==> config.mk <==
export PLATFORM = sky130hd
export DESIGN_NAME = elastic_pipe_2d
export DESIGN_NICKNAME = d
export VERILOG_FILES = /design/src/rtl/elastic_pipe_2d.sv
export SDC_FILE = /design/constraint.sdc
export NUM_CORES = 1
export LEC_CHECK = 0
export ABC_CLOCK_PERIOD_IN_PS = 2600
export CORE_ASPECT_RATIO = 0.8
export CORE_MARGIN = 4
export CORE_UTILIZATION = 45
export DETAILED_ROUTE_END_ITERATION = 8
export GPL_ROUTABILITY_DRIVEN = 0
export MAX_ROUTING_LAYER = met4
export PLACE_DENSITY = 0.72
export RECOVER_POWER = 25
export SLEW_MARGIN = 10
export SYNTH_ARGS = -nofsm -noshare
export SYNTH_HDL_FRONTEND = slang
export SYNTH_SLANG_ARGS = --single-unit
==> constraint.sdc <==
create_clock -name clk -period 2.6 [get_ports clk]
set_input_delay 0.52 -clock clk [delete_from_list [all_inputs] [get_ports clk]]
set_output_delay 0.52 -clock clk [all_outputs]
set_load 0.05 [all_outputs]
==> src/rtl/elastic_pipe_2d.sv <==
// elastic_pipe_2d: multi-lane elastic pipeline register with valid/ready flow control, flush and occupancy.
// Define SKID_BUF_EN to give every stage a skid register and a registered ready (doubles capacity).
module elastic_pipe_2d #(
    parameter int DATAW       = 4,
    parameter int ARRAY_DEPTH = 4,
    parameter int STAGES      = 2,
`ifdef SKID_BUF_EN
    parameter int CAP         = 2 * STAGES,
`else
    parameter int CAP         = STAGES,
`endif
    parameter int OCCW        = $clog2(CAP + 1)
) (
    input  logic                   clk,
    input  logic                   reset,
    input  logic                   flush,
    input  logic                   in_valid,
    output logic                   in_ready,
    input  logic [ARRAY_DEPTH-1:0] in_lane_vld,
    input  logic [DATAW-1:0]       in_data [ARRAY_DEPTH],
    output logic                   out_valid,
    input  logic                   out_ready,
    output logic [ARRAY_DEPTH-1:0] out_lane_vld,
    output logic [DATAW-1:0]       out_data [ARRAY_DEPTH],
    output logic [OCCW-1:0]        occupancy
);
    localparam int DBITS = DATAW * ARRAY_DEPTH;
    localparam int BEATW = DBITS + ARRAY_DEPTH;

    // Handshake: a beat moves on valid && ready at a rising edge; valid never waits on ready,
    // and a presented head beat stays unchanged until it is taken.
    logic [BEATW-1:0]  in_beat;
    logic [BEATW-1:0]  main_d [STAGES];
    logic [STAGES-1:0] main_v;
    logic [BEATW-1:0]  src_d [STAGES];
    logic [STAGES-1:0] src_v;
    logic [STAGES:0]   rdy;
    logic              in_fire;
    logic              out_fire;

    // A beat is stored as {lane mask, lane data}; masked lanes are zeroed on entry.
    always_comb begin
        in_beat = '0;
        for (int i = 0; i < ARRAY_DEPTH; i++) begin
            in_beat[i*DATAW +: DATAW] = in_lane_vld[i] ? in_data[i] : '0;
        end
        in_beat[DBITS +: ARRAY_DEPTH] = in_lane_vld;
    end

    assign in_ready = rdy[0] && !flush && !reset;
    assign in_fire  = in_valid && in_ready;
    assign out_fire = out_valid && out_ready;

    always_comb begin
        src_v[0] = in_fire;
        src_d[0] = in_beat;
        for (int s = 1; s < STAGES; s++) begin
            src_v[s] = main_v[s-1];
            src_d[s] = main_d[s-1];
        end
    end

`ifdef SKID_BUF_EN
    logic [STAGES-1:0] skid_v;
    logic [BEATW-1:0]  skid_d [STAGES];

    always_comb begin
        rdy[STAGES] = out_ready;
        for (int s = 0; s < STAGES; s++) begin
            rdy[s] = !skid_v[s];
        end
    end

    // The skid only fills while the main register is stalled, and it always drains first.
    always_ff @(posedge clk) begin
        if (reset) begin
            main_v <= '0;
            skid_v <= '0;
            for (int s = 0; s < STAGES; s++) begin
                main_d[s] <= '0;
                skid_d[s] <= '0;
            end
        end else if (flush) begin
            main_v <= '0;
            skid_v <= '0;
        end else begin
            for (int s = 0; s < STAGES; s++) begin
                if (!main_v[s] || rdy[s+1]) begin
                    if (skid_v[s]) begin
                        main_v[s] <= 1'b1;
                        main_d[s] <= skid_d[s];
                        skid_v[s] <= 1'b0;
                    end else begin
                        main_v[s] <= src_v[s] && rdy[s];
                        if (src_v[s] && rdy[s]) main_d[s] <= src_d[s];
                    end
                end else if (src_v[s] && rdy[s]) begin
                    skid_v[s] <= 1'b1;
                    skid_d[s] <= src_d[s];
                end
            end
        end
    end
`else
    // ready[s] = !v[s] || ready[s+1], built from the output end so bubbles collapse.
    always_comb begin : ready_chain
        logic r;
        r = out_ready;
        rdy[STAGES] = r;
        for (int s = STAGES - 1; s >= 0; s--) begin
            r = !main_v[s] || r;
            rdy[s] = r;
        end
    end

    always_ff @(posedge clk) begin
        if (reset) begin
            main_v <= '0;
            for (int s = 0; s < STAGES; s++) begin
                main_d[s] <= '0;
            end
        end else if (flush) begin
            main_v <= '0;
        end else begin
            for (int s = 0; s < STAGES; s++) begin
                if (rdy[s]) begin
                    main_v[s] <= src_v[s];
                    if (src_v[s]) main_d[s] <= src_d[s];
                end
            end
        end
    end
`endif

    always_ff @(posedge clk) begin
        if (reset || flush) begin
            occupancy <= '0;
        end else if (in_fire && !out_fire) begin
            occupancy <= occupancy + OCCW'(1);
        end else if (!in_fire && out_fire) begin
            occupancy <= occupancy - OCCW'(1);
        end
    end

    assign out_valid    = main_v[STAGES-1];
    assign out_lane_vld = main_d[STAGES-1][DBITS +: ARRAY_DEPTH];

    always_comb begin
        for (int i = 0; i < ARRAY_DEPTH; i++) begin
            out_data[i] = main_d[STAGES-1][i*DATAW +: DATAW];
        end
    end
endmodule
# [Word level (Yosys, flattened, before mapping)]
# Memory sizes are Yosys's and may differ from the RTL's.
# Cells that the tools add are included.
[classes] muxes=20 n_bitwise=2 reduce_logical=17 n_addsub=2
[op_table] operator="$mux W20" count=2
[op_table] operator="$mux W4" count=4
[op_table] operator="$mux W1" count=12
[op_table] operator="$logic_and A1 B1 Y1" count=6
[op_table] operator="$logic_not A1 Y1" count=6
[op_table] operator="$mux W2" count=2
[op_table] operator="$logic_or A1 B1 Y1" count=3
[op_table] operator="$add A2 B1 Y2 const B" count=1
[op_table] operator="$or A1 B1 Y1" count=2
[op_table] operator="$reduce_bool A2 Y1" count=1
[op_table] operator="$reduce_or A2 Y1" count=1
[op_table] operator="$sub A2 B1 Y2 const B" count=1
[totals] elab_cells=45 memories=1 ff_bits=4 mem_bits_rw=40
[mem_list] name="main_d" words=2 width=20 read_ports=2 rd_clocked_by_memory_dff=0 write_ports=2 line_no="33" text="logic [BEATW-1:0] main_d [STAGES];"

# [Longest topological paths before layout]
# Gate-level depths: netlist of the first run.
[logic_depth] word_depth=12 ltp_mapped=7 mapped_depth_nobuf=7

# [Worst setup path after synthesis of the first run]
# Ideal clock, no wire load.
[synth_timing] kind="register to register" startpoint="reg main_v[1]" endpoint="reg occupancy[1]" period_less_slack_ps=2999 required_ps=2524 setup_time_ps=76 arrival_ps=2924 slack_ps=-399 path_buffers=0 path_stages_with_launch=7 cell_sequence="dfxtp_1 and3b_2 nor3_1 and2_1 ha_1 or3_1 a21boi_0"
[synth_via] elab_chain_cells=9
[synth_lines] element="start: declaration" line_no="34" text="logic [STAGES-1:0] main_v;"
[synth_lines] element="start signal: indexed assignment" line_no="127" text="main_v[s] <= src_v[s];"
[synth_lines] element="$logic_not A1 Y1 *" line_no="111" text="r = !main_v[s] || r;"
[synth_lines] element="$logic_or A1 B1 Y1 * (2 in a row)" line_no="111"
[synth_lines] element="$logic_and A1 B1 Y1 * (2 in a row)" line_no="50" text="assign in_ready = rdy[0] && !flush && !reset;"
[synth_lines] element="via in_ready" line_no="18" text="output logic in_ready,"
[synth_lines] element="$logic_and A1 B1 Y1 *" line_no="51" text="assign in_fire = in_valid && in_ready;"
[synth_lines] element="via in_fire" line_no="38" text="logic in_fire;"
[synth_lines] element="$logic_not A1 Y1" line_no="140" text="end else if (!in_fire && out_fire) begin"
[synth_lines] element="$logic_and A1 B1 Y1" line_no="140"
[synth_lines] element="$reduce_bool A2 Y1 (no source line)"
[synth_lines] element="end signal: assignment" line_no="139" text="occupancy <= occupancy + OCCW'(1);"
[synth_lines] element="end signal: assignment" line_no="141" text="occupancy <= occupancy - OCCW'(1);"
[synth_lines] element="end: declaration" line_no="25" text="output logic [OCCW-1:0] occupancy"
# Mark *: on every way through the listed nets, which the timed path passes. The rest lies on a longest branch.
# A chain may end at the register's enable or synchronous reset.

# [Worst setup path in the final report of the first run]
[layout_timing] startpoint="in out_ready" endpoint="out in_ready"
[layout_via] elab_chain_cells=4
[layout_lines] element="start: declaration" line_no="22" text="input logic out_ready,"
[layout_lines] element="$logic_or A1 B1 Y1 (2 in a row)" line_no="111"
[layout_lines] element="$logic_and A1 B1 Y1 (2 in a row)" line_no="50"
[layout_lines] element="end: declaration" line_no="18"
# No other way between the ends.

==> qor.csv, run 1 <==
metric,value,unit
status,"finished, final reports clean",
cp-start-kind,input pin,
synthMuxAreaShare,0,%
yosys.area_share.adder,0.669,%
rsz0062_at_grt,false,
antenna_found_initial,0,
syn_to_final_growth,25.8,%
drive_gt1_share,14.7,%
required,2.08,ns
synth_compound_area_share,2.28,%
cts.sinks,44,
postCtsResizedCells,0,
power.switching,0.321,mW
ctsRootBufferMaster,clkbuf_8,
grt_max_degree,41,
yosys_warnings,0,
hold_class,register to register,
cts_made_buffers,5,
hpwlAfterDp,1950,microns
wirelength,2680,microns
fp.dieW,80.1,microns
synth_seq_cells,44,
period_share,87.4,%
tightestPinTransition,0.558,ns
p_per_area,589,nW/um^2
overflow,0,
num-nets-final,189,
ctsHoldBuffers,0,
p_seq_share,58.9,%
netlist-cell-type-count,23,
rows,20,
floorplan.initialDensity,47.9,%
syn-cell-area,1870,sq um
cp_max_fo,3,
io_pins,49,
grt_pass1_vias,984,
cap_viol_max_count,0,
fill_cells,319,
grt_first_pass_wirelength,4320,microns
switching_share,23.2,%
cts_tree,done,
port_buffers,48,
track_usage,11.5,%
antennaDiodeCount,0,
mostFrequentLayoutCells,"44 x clkdlybuf4s50_1, 40 x edfxtp_1, 24 x and2_1, 10 x and3_2, 6 x and3_1",
first_iter_violations,70,
p_leak,0.925,nW
synthCells,128,
pwr-share-comb,13.9,%
setup_violations,0,
fmax,0.440,GHz
ir_drop,256,uV
regArea,1280,sq um
arrival,1.75,ns
netlist_top_cells_area,"edfxtp_1 64%, and2_1 8.0%, buf_4 8.0%, dfxtp_1 4.3%, and3_2 4.0%",
vias,997,
drc,0,
maxSlewViolCount,0,
fin_cells,218,
postCtsSetupRepairBufs,0,
drt-wirelength-per-cell,12.3,microns
synth_top_cell_by_area,edfxtp_1,
viasPerCell,4.57,
synth_top_family_by_area,simple AND/OR/NAND/NOR gates,
final_common_cell,clkdlybuf4s50_1,
slew_headroom,62.8,%
die_area,5260,sq um
p_int,1.06,mW
syn_avg_cell_area,14.6,sq um
synth-seq-area-share,68.5,%
crit_type,input pin to output port,
synthSimpleGateAreaFrac,18.5,%
dp.cells,211,
drt.antenna.violating_nets,0,
clkPwrFrac,27.2,%
htreeDepth,2,
clk_path_buf_depth,2,
cp-end-kind,output port,
synth-xor-area-share,0.937,%
clock_skew,0.00330,ns
fin_setup_tns,0,ns
finalHoldViolCount,0,
multi_input_comb_area,410,sq um
fin_crit,2.27,ns
core_area,3900,sq um
yosysTopAreaCellShare,64.3,%
clkTransAtPathRegs,0.07,ns
die_h,65.6,microns
drt_pass1_iterations,4,
synth_fp_nets,154,
worstSkewPairLatency,0.28,ns
## worst max-delay path, stage by stage
cell and delay, ns:
dlygate4sd3_1 0.57, and3b_1 0.23, nor3_2 0.15, buf_4 0.16, buf_12 0.13
## synthesized netlist by cell type
cell      number
edfxtp_1      40
and2_1        24
buf_4         20
and3_2        10
and3_1         6
clkbuf_2       4
dfxtp_1        4
nor2_1         2
nor3_1         2
o21a_1         2
xor2_1         2
a21boi_0       1
a21o_1         1
and2_2         1
and2b_2        1
and3b_2        1
ha_1           1
nand2_1        1
nor4_4         1
o21ai_0        1
o21bai_1       1
or2b_1         1
or3_1          1
## path summary, 6_finish.rpt
| check | from | endpoint | slack, ns | cells past startpoint |
|---|---|---|---|---|
| max | out_ready | in_ready | 0.33 | 5 |
| min | main_d[0][11] | main_d[0][31] | 0.52 | 1 |
| max reg2reg | main_v[1] | occupancy[1] | 0.82 | 6 |
| min reg2reg | main_d[0][11] | main_d[0][31] | 0.52 | 1 |
## state kept, by name (all words and copies together), names as in the netlist
register and count:
occupancy 2, main_v 2, main_d 40
## power groups by stage
| stage | Clock [mW] | Sequential (mW) | Combinational [mW] |
|---|---|---|---|
| after floorplan | 0 | 0.834 | 0.126 |
| final | 0.377 | 0.815 | 0.193 |
| after CTS | 0.391 | 0.816 | 0.200 |
| after global routing | 0.426 | 0.819 | 0.203 |
| after global placement | 0 | 0.830 | 0.195 |
| after detailed placement | 0 | 0.832 | 0.199 |
## cells by family (layout without fill, tap and decap cells)
kind of cell | count (synthesis) | after routing
AND/OR/NAND/NOR | 51 | 51
flip-flops | 44 | 44
buffers and inverters | 24 | 59
AO/OA/AOI/OAI | 6 | 6
XOR/XNOR | 2 | 2
adder cells (fa/ha/maj) | 1 | 1
## cell type report
| type | instances | area share, % |
|---|---|---|
| clock buffers | 5 | 2.93 |
| clock inverters | 2 | 0.319 |
| multi-input cells | 60 | 17.4 |
| flip-flops and latches | 44 | 54.5 |
| well taps | 55 | 2.93 |
| repair buffers | 52 | 21.9 |
## metrics by stage
stage	util, %	cell area, sq um	worst slack [ns]	hold WS (ns)	total power [mW]
3_3_place_gp	58.8	2300	0.252	0.484	1.03
2_1_floorplan	-	1870	0.0989	0.469	0.960
4_1_cts	60.8	2370	0.367	0.519	1.41
3_5_place_dp	58.8	2300	0.116	0.501	1.03
5_1_grt	60.3	2350	0.247	0.537	1.45
6_report	60.3	2350	0.329	0.518	1.38
## layer usage
layer	part of all wire, %	global-route usage, %
met1	37	10.7
met2	55	20.6
met3	5.2	3.29
met4	2.8	7.59
met5	0	-
Power figures use the tool's default switching activity.
==> inputs of run 2 (changes only) <==
CAP_MARGIN = 10   (was not set)
GPL_TIMING_DRIVEN = 0   (was not set)
==> run 2 against run 1 <==
Clock power up 3%; clock-buffer cell count up 1; critical path depth down 2; global-route usage up 2.0 points; first-iteration DRC count down 17%; critical path type unchanged; cell area up 6.1%; largest power group unchanged; worst setup slack worse by 0.24 ns; register-to-register slack worse by 0.02 ns.
==> qor.csv, run 2 (synthesized netlist as in run 1, its figures left out) <==
metric,value,unit,change
status,"finished, final reports clean",,
p_leak,1.01,nW,+9.3%
syn_to_final_growth,33.5,%,
largest_register_ffs,40,,unchanged
cp_cell_sequence,dlygate4sd3_1 -> nor3_2 -> clkdlybuf4s15_1,,
ir_drop,295,uV,+15%
io_pins,49,,unchanged
fin_crit,2.51,ns,+0.243 ns
die_area,5260,sq um,unchanged
clkTransAtPathRegs,0.07,ns,about the same
cp_slowest_cell,dlygate4sd3_1,,
maxSlewViolCount,0,,unchanged
setup_violations,0,,unchanged
fin_setup_tns,0,ns,unchanged
drt_pass1_iterations,4,,unchanged
cp-end-kind,output port,,
drt-wirelength-per-cell,12.8,microns,+4.7%
cts.sinks,44,,unchanged
floorplan.initialDensity,47.9,%,unchanged
overflow,0,,unchanged
cts_tree,done,,
htreeDepth,2,,unchanged
tightestPinTransition,0.821,ns,+0.263 ns
grt_pass1_vias,1102,,+12%
wirelength,3070,microns,+15%
vias,1107,,+11%
core_area,3900,sq um,unchanged
final_area,2500,sq um,+6.1%
antenna_found_initial,0,,unchanged
drc,0,,unchanged
dpl-instance-area,2440,sq um,+6.3%
required,2.08,ns,about the same
top_register,main_d,,
hpwlAfterDp,2330,microns,+19%
drive_gt1_share,22.3,%,+7.6 points
mostFrequentLayoutCells,"45 x clkdlybuf4s50_1, 40 x edfxtp_1, 20 x buf_4, 19 x and2_1, 10 x and3_2",,
post-place-ws,-0.242,ns,-0.359 ns
ctsRootBufferMaster,clkbuf_8,,
port_buffers,48,,unchanged
drt.antenna.violating_nets,0,,unchanged
grt_max_degree,21,,-49%
fmax,0.398,GHz,-9.7%
arrival,1.99,ns,+0.24 ns
slowest_delay,0.65,ns,+0.08 ns
grt_first_pass_wirelength,4960,microns,+15%
fp.dieW,80.1,microns,unchanged
rsz0062_at_grt,false,,
hold_class,register to register,,
crit_type,input pin to output port,,
finalHoldViolCount,0,,unchanged
worstSkewPairLatency,0.29,ns,about the same
first_iter_violations,58,,-17%
num-nets-final,210,,+11%
clock_skew,0.00401,ns,+0.000704 ns
rows,20,,unchanged
top_regs,"main_d x40, main_v x2, occupancy x2",,
p_per_area,570,nW/um^2,-3.2%
cp-start-kind,input pin,,
slew_headroom,45.2,%,-18 points
final_common_cell,clkdlybuf4s50_1,,
die_h,65.6,microns,unchanged
antennaDiodeCount,0,,unchanged
cap_viol_max_count,0,,unchanged
track_usage,13.5,%,+2.0 points
clk_path_buf_depth,2,,unchanged
period_share,96.7,%,+9.4 points
fin_ws,0.0856,ns,-0.243 ns
postCtsSetupRepairBufs,0,,unchanged
fin_util,63.9,%,+3.7 points
cts_made_buffers,5,,unchanged
cp_max_fo,6,,+3
viasPerCell,4.63,,+1.3%
[run 2: path summary, 6_finish.rpt]
check                           cells after the start  slack, ns           end         start
worst max-delay path                                3       0.09      in_ready         reset
worst min-delay path                                2       0.52  occupancy[1]  occupancy[1]
worst max register to register                      3       0.80  main_d[0][2]     main_v[0]
worst min register to register                      2       0.52  occupancy[1]  occupancy[1]
[run 2: layer usage]
metal  routed length, microns  up-vias  track usage, %  part of all wire [%]
li1                         -      542               -                     -
met1                     1170      522            12.9                    38
met2                     1700       36            23.8                    55
met3                      143        7            3.97                   4.7
met4                       61        0            8.44                   2.0
met5                        0        -               -                     0
[run 2: what timing repair did]
action,in CTS,in global routing
hold buffers,0,0
endpoints found under the setup margin,1,1
gates resized for setup,1,1
gates cloned,0,0
[run 2: area by class of cell]
cell class              count  area (sq um)
fillers                   306          1410
repair buffers             49           495
clock buffers               6          72.6
plain buffers              24           166
multi-input cells          60           407
clock inverters             1          5.00
flip-flops and latches     44          1280
well taps                  55          68.8
[run 2: metrics by stage]
stage / instances / hold WS [ns] / power [mW]
global route: 239 / 0.538 / 1.49
detailed placement: 232 / 0.503 / 1.06
CTS: 239 / 0.514 / 1.44
finish: 239 / 0.519 / 1.42
global placement: 231 / 0.486 / 1.05
floorplan: 128 / 0.469 / 0.960
[run 2: worst max-delay path, delay by kind of cell]
kind,cells,cell delay (ns)
buffers and inverters,2,1.19
and+or+nand+nor,1,0.28
[run 2: where the power goes]
group | switching, mW | internal, mW
Clock | 0.207 | 0.183
Sequential | 0.00892 | 0.807
Combinational | 0.119 | 0.0972
Total | 0.336 | 1.09
==> edit 1 (flow settings as in run 2) <==
Change the parameter `DATAW` from 4 to 2.
--- a/src/rtl/elastic_pipe_2d.sv
+++ b/src/rtl/elastic_pipe_2d.sv
@@ -2,5 +2,5 @@
 // Define SKID_BUF_EN to give every stage a skid register and a registered ready (doubles capacity).
 module elastic_pipe_2d #(
-    parameter int DATAW       = 4,
+    parameter int DATAW       = 2,
     parameter int ARRAY_DEPTH = 4,
     parameter int STAGES      = 2,
Interface: changed (resized in_data and out_data); port bits go from 49 to 33. The function was not compared with the original's and may differ.
==> edit 1 against run 2 <==
  * Sequential cell count down 16
  * Final area down 36%
  * Synthesized area shrank 35%
  * Via count decreased by 34%
  * Register-to-register slack lost 0.19 ns
  * Count of clock-buffer cells in the layout decreased by 3
  * Wire length decreased by 37%
  * Worst setup slack improved by 0.035 ns
  * Maximum frequency grew 1.4%
  * Power down 34%
  * Die area down 32%
  * First-iteration DRC count decreased by 79%
  * Largest cell class unchanged
==> edit 1: results (changes against run 2) <==
• post-synthesis net count: 104, was 154
• latest clock arrival within the worst-skew pair: 0.33 ns, was 0.29 ns
• share of synthesized flip-flops with an asynchronous set or reset: 0, unchanged
• number of antenna violations at the first check in global routing: 0, unchanged
• cell types with the largest area share after synthesis: edfxtp_1 (60%), and2_1 (8.8%), buf_4 (8.1%), was edfxtp_1 (64%), and2_1 (8.0%), buf_4 (8.0%)
• arrival time at the worst endpoint: 1.96 ns, was 1.99 ns
• fraction of final layout cells with drive strength greater than 1: 0.139, was 0.223
• Largest regs: main_d: 24 flops, main_v: 2 flops, occupancy: 2 flops, was main_d: 40 flops, main_v: 2 flops, occupancy: 2 flops
• Met1 Routed Length: 771 µm, was 1170 µm
• Peak VDD IR: 0.381 mV, was 0.295 mV
• slew at the pin with the worst max-slew slack: 1.06 ns, was 0.821 ns
• nets@finish: 141, was 210
• average vias per placed instance: 4.65, was 4.63
• first-pass GRT wire length: 3050 µm, was 4960 µm
• largest fanout on the critical path: 3, was 6
• Detailed Routing Iterations Pass 1: 2, was 4
• top routing layer in use: met4, unchanged
• Worst Clk Skew: 0.00176 ns, was 0.00401 ns
• worst min path class: reg2reg, unchanged
• number of buffers inserted during clock tree synthesis: 3, was 5
• Clk Tree Root Cell: clkbuf_4, was clkbuf_8
• flip-flop cell with the highest count after synthesis: edfxtp_1, unchanged
• clock-pin slew on the worst setup and hold paths: 0.14 ns, was 0.07 ns
• largest net degree at the start of global routing: 17, was 21
• startpoint of the most critical register-to-register path: main_v[0]$_SDFFE_PP0N_, unchanged
• hold path endpoint: occupancy[1]$_SDFFE_PP0P_, unchanged
• r2r worst-path depth: 4, was 3
• FF-to-FF setup slack: 0.61 ns, was 0.80 ns
• global-route usage over all layers: 0.123, was 0.135
• Clock Tree Buf Depth: 2, unchanged
• number of enable flip-flop cells after synthesis: 24, was 40
• met3 layer wire length in the routed design: 114 µm, was 143 µm
• Cells on Worst Hold Path: 2, unchanged
• CTS H-tree lvls: 1, was 2
• leakage dissipation: 0.649 nW, was 1.01 nW
• vias in the first global route: 718, was 1,102
• most common library cells after synthesis: edfxtp_1 (24), and2_1 (17), buf_4 (13), and3_1 (8), dfxtp_1 (4), was edfxtp_1 (40), and2_1 (24), buf_4 (20), and3_2 (10), and3_1 (6)
• end of the worst register-to-register path: main_d[0][4]$_SDFFCE_PN0P_, was main_d[0][2]$_SDFFCE_PN0P_
• routed length on met2: 1030 µm, was 1700 µm
• Synthesis Warnings: 0, unchanged
• number of inserted diodes: 0, unchanged
• number of unique standard cell types used by synthesis: 21, was 23
• detailed-route wire length per cell: 12.3 µm, was 12.8 µm
• Cell Area, Placed: 1580 µm², was 2440 µm²
• result of the run: finished, final reports clean, unchanged
• Initial DRC Count: 12, was 58
• total of buffers placed on input and output ports: 32, was 48
• hold path startpoint: occupancy[1]$_SDFFE_PP0P_, unchanged
• post-detailed-placement half-perimeter wirelength: 1450 µm, was 2330 µm
• share of the yosys chip area belonging to registers: 0.663, was 0.685
edit 1: per-stage QoR:
stage	setup WS (ns)	TNS (ns)	hold slack, ns	cells	util
after CTS	0.0824	0	0.505	158	0.652
after global placement	-0.173	-0.173	0.471	154	0.631
after floorplan	0.129	0	0.479	86	-
final	0.120	0	0.495	158	0.641
after detailed placement	-0.195	-0.195	0.483	154	0.631
after global routing	0.0508	0	0.537	158	0.641
edit 1: power breakdown:
| part | internal [mW] | switching, mW |
|---|---|---|
| clock network | 0.156 | 0.125 |
| logic | 0.0622 | 0.0771 |
| registers | 0.510 | 0.00558 |
edit 1: cell families after synthesis:
| family | after synthesis | synth area share |
|---|---|---|
| adder cells (fa/ha/maj) | 1 | 0.0104 |
| XOR/XNOR | 2 | 0.0145 |
| buffers and inverters | 14 | 0.0901 |
| AO/OA/AOI/OAI | 6 | 0.0352 |
| flip-flops | 28 | 0.663 |
| AND/OR/NAND/NOR | 35 | 0.187 |
edit 1: worst max-delay path by stage:
stage / end / startpoint / slack, ns
floorplan: occupancy[1]$_SDFFE_PP0P_ / main_v[1]$_SDFFE_PP0P_ / 0.13
global placement: in_ready / out_ready / -0.17
detailed placement: in_ready / out_ready / -0.19
CTS: in_ready / out_ready / 0.08
global route: in_ready / out_ready / 0.05
finish: in_ready / out_ready / 0.12
edit 1: critical path, stage by stage:
cell and delay, ns:
clkdlybuf4s50_1 0.49, and3b_1 0.23, nor3_2 0.16, dlygate4sd2_1 0.56
edit 1: area by class of cell:
class                           count  area (µm²)
Sequential cell                    28         801
Clock buffer                        3        22.5
Tap cell                           36        45.0
Multi-Input combinational cell     44         289
Fill cell                         207         898
Buffer                             14        97.6
Timing Repair Buffer               32         319
Clock inverter                      1        30.0
edit 1: per-layer routing:
layer	global-route usage	vias up
met5	-	-
met4	0.0608	0
met3	0.0390	4
met2	0.235	21
met1	0.113	347
li1	-	362
edit 1: timing repair:
action                                  in CTS  in global routing
endpoints found under the setup margin       1                  0
setup buffers                                0                  0
endpoints found under the hold margin        0                  0
gates resized for setup                      1                  0
==> edit 2 (config.mk and constraints of run 2) <==
Made on the original files. Add a define of `SKID_BUF_EN`.
--- a/src/rtl/elastic_pipe_2d.sv
+++ b/src/rtl/elastic_pipe_2d.sv
@@ -1,4 +1,6 @@
 // elastic_pipe_2d: multi-lane elastic pipeline register with valid/ready flow control, flush and occupancy.
 // Define SKID_BUF_EN to give every stage a skid register and a registered ready (doubles capacity).
+`define SKID_BUF_EN
+
 module elastic_pipe_2d #(
     parameter int DATAW       = 4,
Ports: changed (resized occupancy); port bits go from 49 to 50. The function was not compared with the original's and may differ.
==> edit 2 against run 2 <==
  * Wire length grew to 2.6 times the old value
  * Power grew 94%
  * Combinational power grew 25%
  * Final area grew 89%
  * Worst setup slack gained 0.014 ns
  * Sequential cell count grew 43
  * Largest cell class unchanged
  * Synthesized area grew 110%
  * Die area grew 92%
==> edit 2: results (changes against run 2) <==
• number of inserted diodes: 0, unchanged
• hold path endpoint: occupancy[2]$_SDFFE_PP0P_, was occupancy[1]$_SDFFE_PP0P_
• post-synthesis net count: 321, was 154
• CTS H-tree lvls: 3, was 2
• r2r worst-path depth: 9, was 3
• result of the run: finished, final reports clean, unchanged
• slew at the pin with the worst max-slew slack: 0.794 ns, was 0.821 ns
• clock-pin slew on the worst setup and hold paths: 0.07 ns, about the same
• average vias per placed instance: 5.54, was 4.63
• fraction of final layout cells with drive strength greater than 1: 0.111, was 0.223
• Initial DRC Count: 171, was 58
• startpoint of the most critical register-to-register path: skid_v[0]$_SDFFE_PP0N_, was main_v[0]$_SDFFE_PP0N_
• latest clock arrival within the worst-skew pair: 0.35 ns, was 0.29 ns
• delay of the slowest critical-path stage: 0.56 ns, was 0.65 ns
• arrival time at the worst endpoint: 2.78 ns, was 1.99 ns
• Placement Setup Slack: -0.843 ns, was -0.242 ns
• Clk Tree Root Cell: clkbuf_8, unchanged
• global-route usage over all layers: 0.169, was 0.135
• most common library cells after synthesis: edfxtp_1 (80), and2_1 (25), o21ai_0 (23), a21oi_1 (22), o31ai_1 (22), was edfxtp_1 (40), and2_1 (24), buf_4 (20), and3_2 (10), and3_1 (6)
• nets@finish: 383, was 210
• post-detailed-placement half-perimeter wirelength: 5550 µm, was 2330 µm
• end of the worst register-to-register path: occupancy[2]$_SDFFE_PP0P_, was main_d[0][2]$_SDFFCE_PN0P_
• leakage dissipation: 1.64 nW, was 1.01 nW
• via total after detailed routing: 2,598, was 1,107
• number of enable flip-flop cells after synthesis: 80, was 40
• share of the yosys chip area belonging to registers: 0.660, was 0.685
• Worst path slowest cell: or4b_4, was dlygate4sd3_1
• post-placement cell count: 450, was 232
• Largest regs: main_d: 40 flops, skid_d: 40 flops, occupancy: 3 flops, was main_d: 40 flops, main_v: 2 flops, occupancy: 2 flops
• number of unique standard cell types used by synthesis: 33, was 23
• Total Wirelength: 7900 µm, was 3070 µm
• number of buffers inserted during clock tree synthesis: 9, was 5
• first-pass GRT wire length: 13,000 µm, was 4960 µm
• FF/Latch Area: 2540 µm², was 1280 µm²
• total of buffers placed on input and output ports: 45, was 48
• synthesized netlist cell count: 294, was 128
• Cell Area, Placed: 4510 µm², was 2440 µm²
• vias in the first global route: 2,501, was 1,102
• hold path startpoint: occupancy[2]$_SDFFE_PP0P_, was occupancy[1]$_SDFFE_PP0P_
• Cells on Worst Hold Path: 2, unchanged
• FF-to-FF setup slack: 0.29 ns, was 0.80 ns
• final-layout fill cell count: 667, was 306
• Worst Clk Skew: 0.00792 ns, was 0.00401 ns
• worst min path class: reg2reg, unchanged
• cell types with the largest area share after synthesis: edfxtp_1 (62%), o2bb2ai_1 (4.5%), o31ai_1 (4.3%), was edfxtp_1 (64%), and2_1 (8.0%), buf_4 (8.0%)
• Peak VDD IR: 0.329 mV, was 0.295 mV
• Hold Slack: 0.489 ns, was 0.519 ns
## edit 2: changes by cell type after synthesis, moves of 5 or more
cell              run 2  this run
edfxtp_1             40        80
o21ai_0               1        23
and3_2               10         0
o31ai_1               0        22
nand4_1               0        16
a21oi_1               0        22
nor2_1                2         7
and3_1                6        16
o2bb2ai_1             0        20
clkbuf_1              0        18
buf_4                20         2
## edit 2: cell families after synthesis
| group | after synthesis | synth area share |
|---|---|---|
| mux | 1 | 0.00260 |
| compound gates | 89 | 0.155 |
| buf+inv | 33 | 0.0435 |
| fa+ha+maj | 2 | 0.00844 |
| simple gates | 80 | 0.126 |
| xor+xnor | 2 | 0.00455 |
| flops | 87 | 0.660 |
## edit 2: layout make-up
type	instances	area share
buffer	29	0.0329
clock buffer	12	0.0286
clock inverter	4	0.0101
inverter	3	0.00292
multi-input combinational	174	0.249
sequential	87	0.539
tap	108	0.0286
timing repair buffer	52	0.109
## edit 2: worst max-delay path: cells and delay by family
kind | cells | cell delay (ns)
adder cells (fa/ha/maj) | 2 | 0.54
AND/OR/NAND/NOR | 2 | 0.86
AO/OA/AOI/OAI | 1 | 0.13
buffers and inverters | 4 | 0.56
XOR/XNOR | 1 | 0.17
## edit 2: worst max-delay path by stage
stage | from | endpoint | slack (ns)
after floorplan | main_v[1]$_SDFFE_PP0N_ | skid_d[0][20]$_SDFFCE_PN0P_ | 0.05
after global placement | flush | skid_d[0][35]$_SDFFCE_PN0P_ | -0.78
after detailed placement | flush | in_ready | -0.84
after CTS | in_valid | occupancy[2]$_SDFFE_PP0P_ | 0.004
after global routing | flush | occupancy[2]$_SDFFE_PP0P_ | 0.03
final | flush | occupancy[2]$_SDFFE_PP0P_ | 0.1
## edit 2: repair_timing
item                       in CTS  in global routing
setup endpoints to repair      23                 21
pin swaps                       1                  0
gates resized for setup         9                  1
hold endpoints to repair        0                  0
setup buffers                   4                  0
## edit 2: report_power, final
part	leakage, nW	internal (mW)	switching [mW]	total (mW)
sequential	0.890	1.59	0.0231	1.61
clock	0.0904	0.442	0.440	0.882
combinational	0.658	0.0943	0.177	0.271
## edit 2: metal layers
layer,global-route usage,part of all wire,up-vias
met2,0.255,0.46,100
met1,0.230,0.46,1225
li1,-,-,1267
met3,0.0462,0.076,6
met5,-,0,-
met4,0.0426,0.010,0
